File: src/rtl/dallanma_guncelleme_denetleyici_pkg.sv
// Shared definitions for the branch predictor update controller: FSM encodings,
// PC width and the packed update-entry layout.
package dallanma_guncelleme_denetleyici_pkg;

   localparam int unsigned PS_W = 18;

   localparam logic [1:0] BOSTA  = 2'd0;
   localparam logic [1:0] BOSALT = 2'd1;
   localparam logic [1:0] SUZ    = 2'd2;

   typedef struct packed {
      logic [PS_W-1:0] ps;
      logic [PS_W-1:0] atlanan_ps;
      logic            atladi;
   } guncelleme_girdi_t;

   localparam int unsigned GIRDI_W = $bits(guncelleme_girdi_t);

   // PCs are in halfword units, so the fall-through step is 1 (compressed) or 2.
   function automatic logic [PS_W-1:0] duzeltme_hesapla(input logic [PS_W-1:0] ps,
                                                        input logic [PS_W-1:0] hedef,
                                                        input logic            atladi,
                                                        input logic            ctipi);
      if (atladi) begin
         return hedef;
      end else if (ctipi) begin
         return ps + PS_W'(1);
      end else begin
         return ps + PS_W'(2);
      end
   endfunction

endpackage

File: src/rtl/dallanma_guncelleme_denetleyici_guncelleme_kuyrugu.sv
// Synchronous FIFO for resolved-branch update entries; pointers carry an extra
// MSB so full and empty are distinguishable. Depth must be a power of two.
module dallanma_guncelleme_denetleyici_guncelleme_kuyrugu #(
   parameter int unsigned DERINLIK = 4,
   parameter int unsigned GENISLIK = 37
) (
   input  logic                clk,
   input  logic                rst_n,
   input  logic                yaz,
   input  logic                oku,
   input  logic [GENISLIK-1:0] yaz_veri,
   output logic [GENISLIK-1:0] bas_veri,
   output logic                dolu,
   output logic                bos
);

   localparam int unsigned AW = (DERINLIK > 1) ? $clog2(DERINLIK) : 1;
   localparam logic [AW:0] BIR = (AW + 1)'(1);

   logic [AW:0]         yaz_ptr_q;
   logic [AW:0]         oku_ptr_q;
   logic [GENISLIK-1:0] bellek_q [DERINLIK];

   assign bos      = (yaz_ptr_q == oku_ptr_q);
   assign dolu     = (yaz_ptr_q[AW] != oku_ptr_q[AW]) &&
                     (yaz_ptr_q[AW-1:0] == oku_ptr_q[AW-1:0]);
   assign bas_veri = bellek_q[oku_ptr_q[AW-1:0]];

   always_ff @(posedge clk or negedge rst_n) begin
      if (!rst_n) begin
         yaz_ptr_q <= '0;
         oku_ptr_q <= '0;
      end else begin
         if (yaz && !dolu) begin
            yaz_ptr_q <= yaz_ptr_q + BIR;
         end
         if (oku && !bos) begin
            oku_ptr_q <= oku_ptr_q + BIR;
         end
      end
   end

   always_ff @(posedge clk) begin
      if (yaz && !dolu) begin
         bellek_q[yaz_ptr_q[AW-1:0]] <= yaz_veri;
      end
   end

endmodule

File: src/rtl/dallanma_guncelleme_denetleyici.sv
// Branch predictor update sequencer and misprediction flush/redirect FSM.
// Optional statistics counters are enabled with DALLANMA_SAYAC_EN.
module dallanma_guncelleme_denetleyici
   import dallanma_guncelleme_denetleyici_pkg::*;
#(
   parameter int unsigned KUYRUK_DERINLIK = 4,
   parameter int unsigned ACLIK_SINIRI    = 3
) (
   input  logic            clk_i,
   input  logic            rst_i,
   input  logic            ddb_durdur_i,
   input  logic            yrt_gecerli_i,
   input  logic [PS_W-1:0] yrt_ps_i,
   input  logic [PS_W-1:0] yrt_atlanan_ps_i,
   input  logic            yrt_atladi_i,
   input  logic            yrt_hata_i,
   input  logic            yrt_ctipi_i,
   output logic            yrt_hazir_o,
   input  logic            tahmin_et_i,
   output logic            tahmin_engel_o,
   output logic            gnc_gecerli_o,
   output logic [PS_W-1:0] gnc_ps_o,
   output logic [PS_W-1:0] gnc_atlanan_ps_o,
   output logic            gnc_atladi_o,
   output logic            bosalt_o,
`ifdef DALLANMA_SAYAC_EN
   input  logic            sayac_sifirla_i,
   output logic [31:0]     hata_sayisi_o,
   output logic [31:0]     guncelleme_sayisi_o,
`endif
   output logic [PS_W-1:0] duzeltme_ps_o
);

   localparam int unsigned SW = (ACLIK_SINIRI > 0) ? $clog2(ACLIK_SINIRI + 1) : 1;
   localparam logic [SW-1:0] ACLIK_MAX = SW'(ACLIK_SINIRI);

   logic              acik_q;
   logic [1:0]        durum_q, durum_d;
   logic [SW-1:0]     aclik_q, aclik_d;
   logic [PS_W-1:0]   duzeltme_q, duzeltme_d;
   logic              gnc_gecerli_q;
   guncelleme_girdi_t gnc_q;

   logic              kuyruk_dolu, kuyruk_bos;
   logic              yaz, oku, zorla;
   guncelleme_girdi_t giris, bas;

   assign giris = '{ps: yrt_ps_i, atlanan_ps: yrt_atlanan_ps_i, atladi: yrt_atladi_i};

   // acik_q holds intake closed until the first clock after reset release.
   assign yrt_hazir_o = acik_q && !kuyruk_dolu && (durum_q != SUZ);
   assign yaz         = yrt_gecerli_i && yrt_hazir_o && !ddb_durdur_i;

   dallanma_guncelleme_denetleyici_guncelleme_kuyrugu #(
      .DERINLIK (KUYRUK_DERINLIK),
      .GENISLIK (GIRDI_W)
   ) u_kuyruk (
      .clk      (clk_i),
      .rst_n    (rst_i),
      .yaz      (yaz),
      .oku      (oku),
      .yaz_veri (giris),
      .bas_veri (bas),
      .dolu     (kuyruk_dolu),
      .bos      (kuyruk_bos)
   );

   // Table-port arbitration; during SUZ the queue drains regardless of lookups.
   always_comb begin
      oku     = 1'b0;
      zorla   = 1'b0;
      aclik_d = aclik_q;
      if (!ddb_durdur_i) begin
         if (kuyruk_bos) begin
            aclik_d = '0;
         end else if ((durum_q == SUZ) || !tahmin_et_i) begin
            oku     = 1'b1;
            aclik_d = '0;
         end else if (aclik_q == ACLIK_MAX) begin
            zorla   = 1'b1;
            oku     = 1'b1;
            aclik_d = '0;
         end else begin
            aclik_d = aclik_q + SW'(1);
         end
      end
   end

   assign tahmin_engel_o = zorla;

   always_comb begin
      durum_d    = durum_q;
      duzeltme_d = duzeltme_q;
      if (!ddb_durdur_i) begin
         case (durum_q)
            BOSTA: begin
               if (yaz && yrt_hata_i) begin
                  durum_d    = BOSALT;
                  duzeltme_d = duzeltme_hesapla(yrt_ps_i, yrt_atlanan_ps_i,
                                                yrt_atladi_i, yrt_ctipi_i);
               end
            end
            BOSALT:  durum_d = SUZ;
            SUZ: begin
               if (kuyruk_bos) begin
                  durum_d = BOSTA;
               end
            end
            default: durum_d = BOSTA;
         endcase
      end
   end

   always_ff @(posedge clk_i or negedge rst_i) begin
      if (!rst_i) begin
         acik_q        <= 1'b0;
         durum_q       <= BOSTA;
         aclik_q       <= '0;
         duzeltme_q    <= '0;
         gnc_gecerli_q <= 1'b0;
         gnc_q         <= '0;
      end else begin
         acik_q        <= 1'b1;
         durum_q       <= durum_d;
         aclik_q       <= aclik_d;
         duzeltme_q    <= duzeltme_d;
         gnc_gecerli_q <= oku;
         if (oku) begin
            gnc_q <= bas;
         end
      end
   end

   assign gnc_gecerli_o    = gnc_gecerli_q;
   assign gnc_ps_o         = gnc_q.ps;
   assign gnc_atlanan_ps_o = gnc_q.atlanan_ps;
   assign gnc_atladi_o     = gnc_q.atladi;
   assign bosalt_o         = (durum_q == BOSALT);
   assign duzeltme_ps_o    = duzeltme_q;

`ifdef DALLANMA_SAYAC_EN
   logic [31:0] hata_sayac_q;
   logic [31:0] gnc_sayac_q;

   always_ff @(posedge clk_i or negedge rst_i) begin
      if (!rst_i) begin
         hata_sayac_q <= '0;
         gnc_sayac_q  <= '0;
      end else if (sayac_sifirla_i) begin
         hata_sayac_q <= '0;
         gnc_sayac_q  <= '0;
      end else begin
         if (yaz && yrt_hata_i && (hata_sayac_q != '1)) begin
            hata_sayac_q <= hata_sayac_q + 32'd1;
         end
         if (oku && (gnc_sayac_q != '1)) begin
            gnc_sayac_q <= gnc_sayac_q + 32'd1;
         end
      end
   end

   assign hata_sayisi_o       = hata_sayac_q;
   assign guncelleme_sayisi_o = gnc_sayac_q;
`endif

endmodule
File: config.mk
export PLATFORM = sky130hd
export DESIGN_NAME = dallanma_guncelleme_denetleyici
export DESIGN_NICKNAME = d
export VERILOG_FILES = /design/src/rtl/dallanma_guncelleme_denetleyici_pkg.sv /design/src/rtl/dallanma_guncelleme_denetleyici_guncelleme_kuyrugu.sv /design/src/rtl/dallanma_guncelleme_denetleyici.sv
export SDC_FILE = /design/constraint.sdc
export NUM_CORES = 1
export LEC_CHECK = 0
export CAP_MARGIN = 0
export CORE_ASPECT_RATIO = 0.7
export CORE_MARGIN = 10
export CORE_UTILIZATION = 40
export CTS_CLUSTER_SIZE = 20
export DETAILED_ROUTE_END_ITERATION = 10
export PLACE_DENSITY = 0.62
export RECOVER_POWER = 50
export SLEW_MARGIN = 40
export SYNTH_ARGS = -nofsm -noshare
export SYNTH_HDL_FRONTEND = slang
export SYNTH_SLANG_ARGS = --single-unit
File: constraint.sdc
create_clock -name clk_i -period 3.44 [get_ports clk_i]
set_input_delay 1.032 -clock clk_i [delete_from_list [all_inputs] [get_ports clk_i]]
set_output_delay 1.032 -clock clk_i [all_outputs]
set_load 0.01 [all_outputs]
# Yosys cells after proc, flatten, opt, wreduce, memory -nomap -nowiden
# Memories as Yosys holds them, arrays and structs flattened. A register that Yosys moved wholly into a read port is not among the register bits.
# Cells that the tools add are included.
# op_classes
addsub	5
n_mux	17
eq_ne	9
bitwise_logic	1
reduce_logical	17
# op_table
cell	count
2-to-1 mux 18 bit	2
adder 18 x 1 -> 18 bit, second input constant	1
adder 18 x 2 -> 18 bit, second input constant	1
2-to-1 mux 2 bit	5
2-to-1 mux 1 bit	9
logical AND 1 bit	8
adder 3 x 1 -> 3 bit, second input constant	2
one-hot mux 2 bit (3 select lines)	1
AND reduction 3 bit	2
zero test 1 bit	5
equality test 2 bit, second input constant	2
inequality test 2 bit, second input constant	2
equality test 3 bit	1
adder 2 x 1 -> 2 bit, second input constant	1
equality test 2 x 1 -> 1 bit, second input constant	1
equality test 2 bit	1
zero test 2 bit	1
inequality test 2 x 1 -> 1 bit, second input constant	1
logical OR 1 bit	1
inequality test 1 bit	1
inverter 1 bit	1
# totals
ramBits	148
in_bits	44
mem_count	1
reg_bits	30
wordCells	57
out_inout_bits	59
# mem_list
memory	depth	word_bits	read_ports	rd_ports_with_merged_regs	write_ports	line	rtl
u_kuyruk.bellek_q	4	37	1	1	1	dallanma_guncelleme_denetleyici_guncelleme_kuyrugu.sv:22	logic [GENISLIK-1:0] bellek_q [DERINLIK];

# Depth between registers and ports, before layout
# logic_depth
depth_word	10
depth_mapped	8
ltp_nobuf	6

# Cells and area by module
# From an unflattened synthesis, not the netlist that was laid out.
# unflattened
cells_unflattened	497
hier_area_um2	8763.4
# modules_own_cells
module	cells_each	area_per_inst_um2	seq_area_each_um2	instances
dallanma_guncelleme_denetleyici_guncelleme_kuyrugu	243	5836.8	4594.4	1
dallanma_guncelleme_denetleyici	254	2926.6	1526.5	1

# Least setup slack after synthesis
# Ideal clock, no wire load.
# synth_timing
path_kind	in2reg
startpoint	in ddb_durdur_i
endpoint	mem u_kuyruk.bellek_q[3][0] (enable)
t_required_ps	3041
cell_stages	3
setup_ps	399
slack_ps	363
arrival_ps	2678
path_cell_list	clkbuf_1 > nor4b_2 > and2_1
# synth_via
elab_chain_cells	5
# synth_rtl
item	line	rtl
start, declared	dallanma_guncelleme_denetleyici.sv:11	input logic ddb_durdur_i,
zero test 1 bit	-	
logical AND 1 bit	dallanma_guncelleme_denetleyici.sv:52	assign yaz = yrt_gecerli_i && yrt_hazir_o && !ddb_durdur_i;
logical AND 1 bit	dallanma_guncelleme_denetleyici_guncelleme_kuyrugu.sv:44	if (yaz && !dolu) begin
2-to-1 mux 1 bit	dallanma_guncelleme_denetleyici_guncelleme_kuyrugu.sv:44	
2-to-1 mux 1 bit (implied by the code)	dallanma_guncelleme_denetleyici_guncelleme_kuyrugu.sv:45	bellek_q[yaz_ptr_q[AW-1:0]] <= yaz_veri;
end, declared	dallanma_guncelleme_denetleyici_guncelleme_kuyrugu.sv:22	
# No other way between the ends.

# Worst setup path after layout
# layout_timing
startpoint	in ddb_durdur_i
endpoint	out tahmin_engel_o
# layout_via
elab_chain_cells	1
# layout_rtl
item	line	rtl
2-to-1 mux 1 bit	dallanma_guncelleme_denetleyici.sv:73	if (!ddb_durdur_i) begin
end, declared	dallanma_guncelleme_denetleyici.sv:20	output logic tahmin_engel_o,
# No other way between the ends.

==> results.md <==
GRT:
- The largest net degree at the start of global routing is 40.
- The total overflow left after global routing is 0.
- The number of antenna violations at the first check in global routing is 2.
- The first global-routing pass estimated ~30,000 um of wire.
- The via count of the first global-routing pass is just under 5,000.
- The combined global-route utilization of all metal layers is 14.0%.

Place:
- Once detailed placement completed, the half-perimeter wirelength came to roughly 12,000 um.
- Timing analysis after detailed placement gives a worst setup slack of -0.171 ns.
- The placed instances occupy a cell area of about 10,000 um^2.
- The count of buffers inserted at the top-level ports is just over 100.
- The total placed cells including tap cells is approximately 860.
- The congestion estimate from routability-driven global placement came to ~0.73.

Clock tree:
- The deepest clock path buffer count is 3.
- Post-CTS timing repair inserted 0 buffers for setup.
- For the worst-skew pair, the clock arrives at the later sink with an insertion delay of roughly 0.50 ns.
- In this run the number of H-tree levels came out at 1.
- The clock transition at the register clock pins on the worst setup and hold paths after CTS is roughly 0.06 ns.
- The TritonCTS clock tree is done.
- The tree is rooted in a clkbuf_16.
- Gates resized during post-CTS repair numbered 1.
- TritonCTS created 21 clock buffers.
- The count of hold buffers inserted by post-cts repair is 0.
- Counting every sink on the clock net gives 215.

Status:
- The run finished, with violations left.
- The checks that failed: max-capacitance violations, max-slew violations.

Cells and area:
- Counting the fill cells in the layout gives ~1,700.
- Excluding fillers, the count of instances in the completed layout stands at about 900.
- At the end of the flow, the number of nets in the layout was 655.
- The final design instance area without fill is roughly 11,000 um^2.
- The layout overhead on the synthesized area is 24.2%.
- Of the cells placed in the final design, the portion with a size suffix greater than 1 is a little over a fifth.
- Leaving out fill and tap cells, the most frequent cell in the layout is edfxtp_1.
- In the layout the commonest cells are 148 x edfxtp_1, 65 x dfrtp_1, 62 x clkdlybuf4s50_1.
- The number of antenna diodes in the final layout is 0.

Critical path:
- The highest net fanout along the worst path is 2.
- Together, buffers and inverters on the worst path number 2.
- The critical path is of the input port to output port type.
- The family with the most delay on the worst path is buffers and inverters.
- Walking the worst path, the cells encountered are clkdlybuf4s50_1, or2_2, nor2_1, and2_1, dlygate4sd2_1.
- For the worst flop-to-flop path, the logic depth is 7.
- The delay of the slowest cell on the worst path is roughly 0.41 ns.
- The arrival time of data at the critical path endpoint is between 2 and 2.5 ns.
- The endpoint identified for the worst register-to-register timing path is gnc_atlanan_ps_o[13].
- The worst setup path is launched from an input port.
- The source of the worst register-to-register timing path is durum_q[0].
- The endpoint of the most critical setup path is tahmin_engel_o.
- The library cell contributing the largest single delay on the critical path is clkdlybuf4s50_1.
- The worst setup path is captured at an output port.
- The startpoint of the worst setup timing path is ddb_durdur_i.
- The slack of the worst reg-to-reg path is between 0.8 and 0.9 ns.
- The endpoint required time on the critical path is around 2.4 ns.
- The number of stages on the worst setup path is 5.

Pwr:
- The analysis attributes to cell leakage a power of between 3 and 4 nW.
- The power density normalized to cell area is 781 nW/um^2.
- The worst IR drop on VDD is between 0.0003 and 0.0004 V.

Routing:
- The wire length per cell is roughly 22 um.
- The number of nets with antenna violations after detailed routing is 0.
- The violation count after the first detailed-route iteration is between 200 and 300.
- The number of remaining DRC errors is 0.
- The number of iterations in the first detailed-routing pass is 5.
- The via count normalized by instance count is ~5.2.
- The routed design has about 19,000 um of wire.
- The total number of vias is ~4,700.

Synth:
- The largest total area in the synthesized netlist belongs to edfxtp_1.
- The area share of the leading cell type in the synthesized netlist is roughly 52%.
- The number of distinct library cell variants in the gate-level netlist after synthesis is 41.
- Each instance of the synthesized netlist takes up on average 17.8 um^2.
- For this run, the register share of the synthesized area comes to between 70% and 80%.
- During synthesis, Yosys emitted a total of 0 warnings.
- The total nets after synthesis is between 500 and 600.
- In this run, synthesis produced a sequential element count of between 200 and 250.
- Synthesis produced a netlist whose cell count is about 480.
- Sorting the synthesized cells by area gives the leading types as edfxtp_1 52%, dfrtp_1 20%, mux4_2 9.7%.
- The post-synthesis instance area is 8560 um^2.

Die:
- The core region is 20,900 um^2.
- The die width is 195 um.
- The vertical die dimension is around 140 um.
- roughly 100 I/O pins were placed.
- For this configuration, the core starts out at a cell density of between 40% and 50%.
- The floorplan step defined a die boundary enclosing roughly 28,000 um^2.
- The standard-cell row count is 44.

STA:
- The worst-margin pin slew is approximately 2.3 ns.
- The final-report setup violation count is 0.
- Setup slack closes at between 0.1 and 0.15 ns.
- Clock skew on the completed layout was measured at approximately 0.012 ns.
- The routed design could run at a clock period as short as between 3 and 4 ns.
- Summed over all failing endpoints, the final setup total negative slack is 0 ns.
- The relative max-transition margin is -50.3%.
- The final number of hold-violating endpoints came to 0.
- The share of the clock period used by the worst path is a little over nine tenths.
- Setup repair after global routing left no endpoint under its margin.
- The top achievable clock speed is 300 MHz.
- The number of max-slew violations in the final report was just under 70.

Min path:
- The min-delay analysis places its worst path in the category flop to flop.

Job:
- The count of maximum capacitance violations is 2.
[sequential cells by signal, summed over array words and instances (netlist names), 2 cells and up]
register	count
aclik_q	2
durum_q	2
duzeltme_ps_o	18
gnc_atlanan_ps_o	18
gnc_ps_o	18
u_kuyruk.bellek_q	148
u_kuyruk.oku_ptr_q	3
u_kuyruk.yaz_ptr_q	3
[synth_stat cells (all sizes together)]
cell type  instances
nor2               9
a32o               1
and2               5
a311o              1
mux4              37
o211ai             3
nor2b              4
clkbuf            12
nor3               6
edfxtp           148
xnor2             11
nand3              2
a211oi             1
nor4b              2
o31ai              2
nor3b              1
buf               10
conb               1
a21oi              5
xor2               9
a22o               2
nand2b             5
nand2             32
mux2              40
or2                7
mux2i             10
nor4               2
nand4              6
o21ai             17
inv                8
o41ai              1
ha                 8
dfrtp             67
or3                1
and3               3
or4b               1
o21a               1
[routing by layer]
metal / global-route usage, % / wire length, um
met5: 0 / 13
met4: 2.64 / 285
met3: 3.37 / 1330
met2: 21.5 / 8850
met1: 19.9 / 9020
[cell families after synthesis]
| logic type | after synthesis | share of synthesized area, % |
|---|---|---|
| flip-flops | 215 | 71.5 |
| multiplexers | 87 | 16.2 |
| AND/OR/NAND/NOR | 86 | 5.16 |
| AO/OA/AOI/OAI | 34 | 2.44 |
| buffers and inverters | 30 | 1.43 |
| XOR/XNOR | 20 | 2.05 |
| adder cells (fa/ha/maj) | 8 | 1.17 |
| other | 1 | 0.0438 |
[cell type report]
class	count	area, um^2	share of cell area (%)
inverters	8	30.0	0.282
well taps	276	345	3.25
clock buffers	25	561	5.27
clock inverters	12	61.3	0.577
multi-input cells	236	2310	21.7
repair buffers	121	1200	11.3
flip-flops and latches	215	6120	57.6
[metrics by stage]
| step | hold WS, ns | power (mW) | util (%) |
|---|---|---|---|
| finish | 0.485 | 8.30 | 51.0 |
| global route | 0.503 | 8.80 | 51.0 |
| CTS | 0.493 | 8.48 | 51.2 |
| detailed placement | 0.479 | 6.34 | 48.2 |
| global placement | 0.468 | 6.25 | 48.1 |
| floorplan | 0.460 | 5.03 | - |
[worst min-delay path by stage]
stage / startpoint / endpoint / depth (start not counted)
2_1_floorplan: aclik_q[0] / aclik_q[0] / 1
3_3_place_gp: duzeltme_ps_o[4] / duzeltme_ps_o[4] / 2
3_5_place_dp: duzeltme_ps_o[3] / duzeltme_ps_o[3] / 2
4_1_cts: u_kuyruk.yaz_ptr_q[2] / u_kuyruk.yaz_ptr_q[2] / 1
5_1_grt: u_kuyruk.yaz_ptr_q[2] / u_kuyruk.yaz_ptr_q[2] / 1
6_report: u_kuyruk.yaz_ptr_q[2] / u_kuyruk.yaz_ptr_q[2] / 1
[power by group]
group	leakage, nW	internal (mW)	switching [mW]
Sequential	2.14	3.28	0.273
Combinational	1.33	1.50	1.15
Clock	0.310	1.16	0.938
Total	3.78	5.94	2.36
No activity file was read; power rests on OpenSTA's default activity.
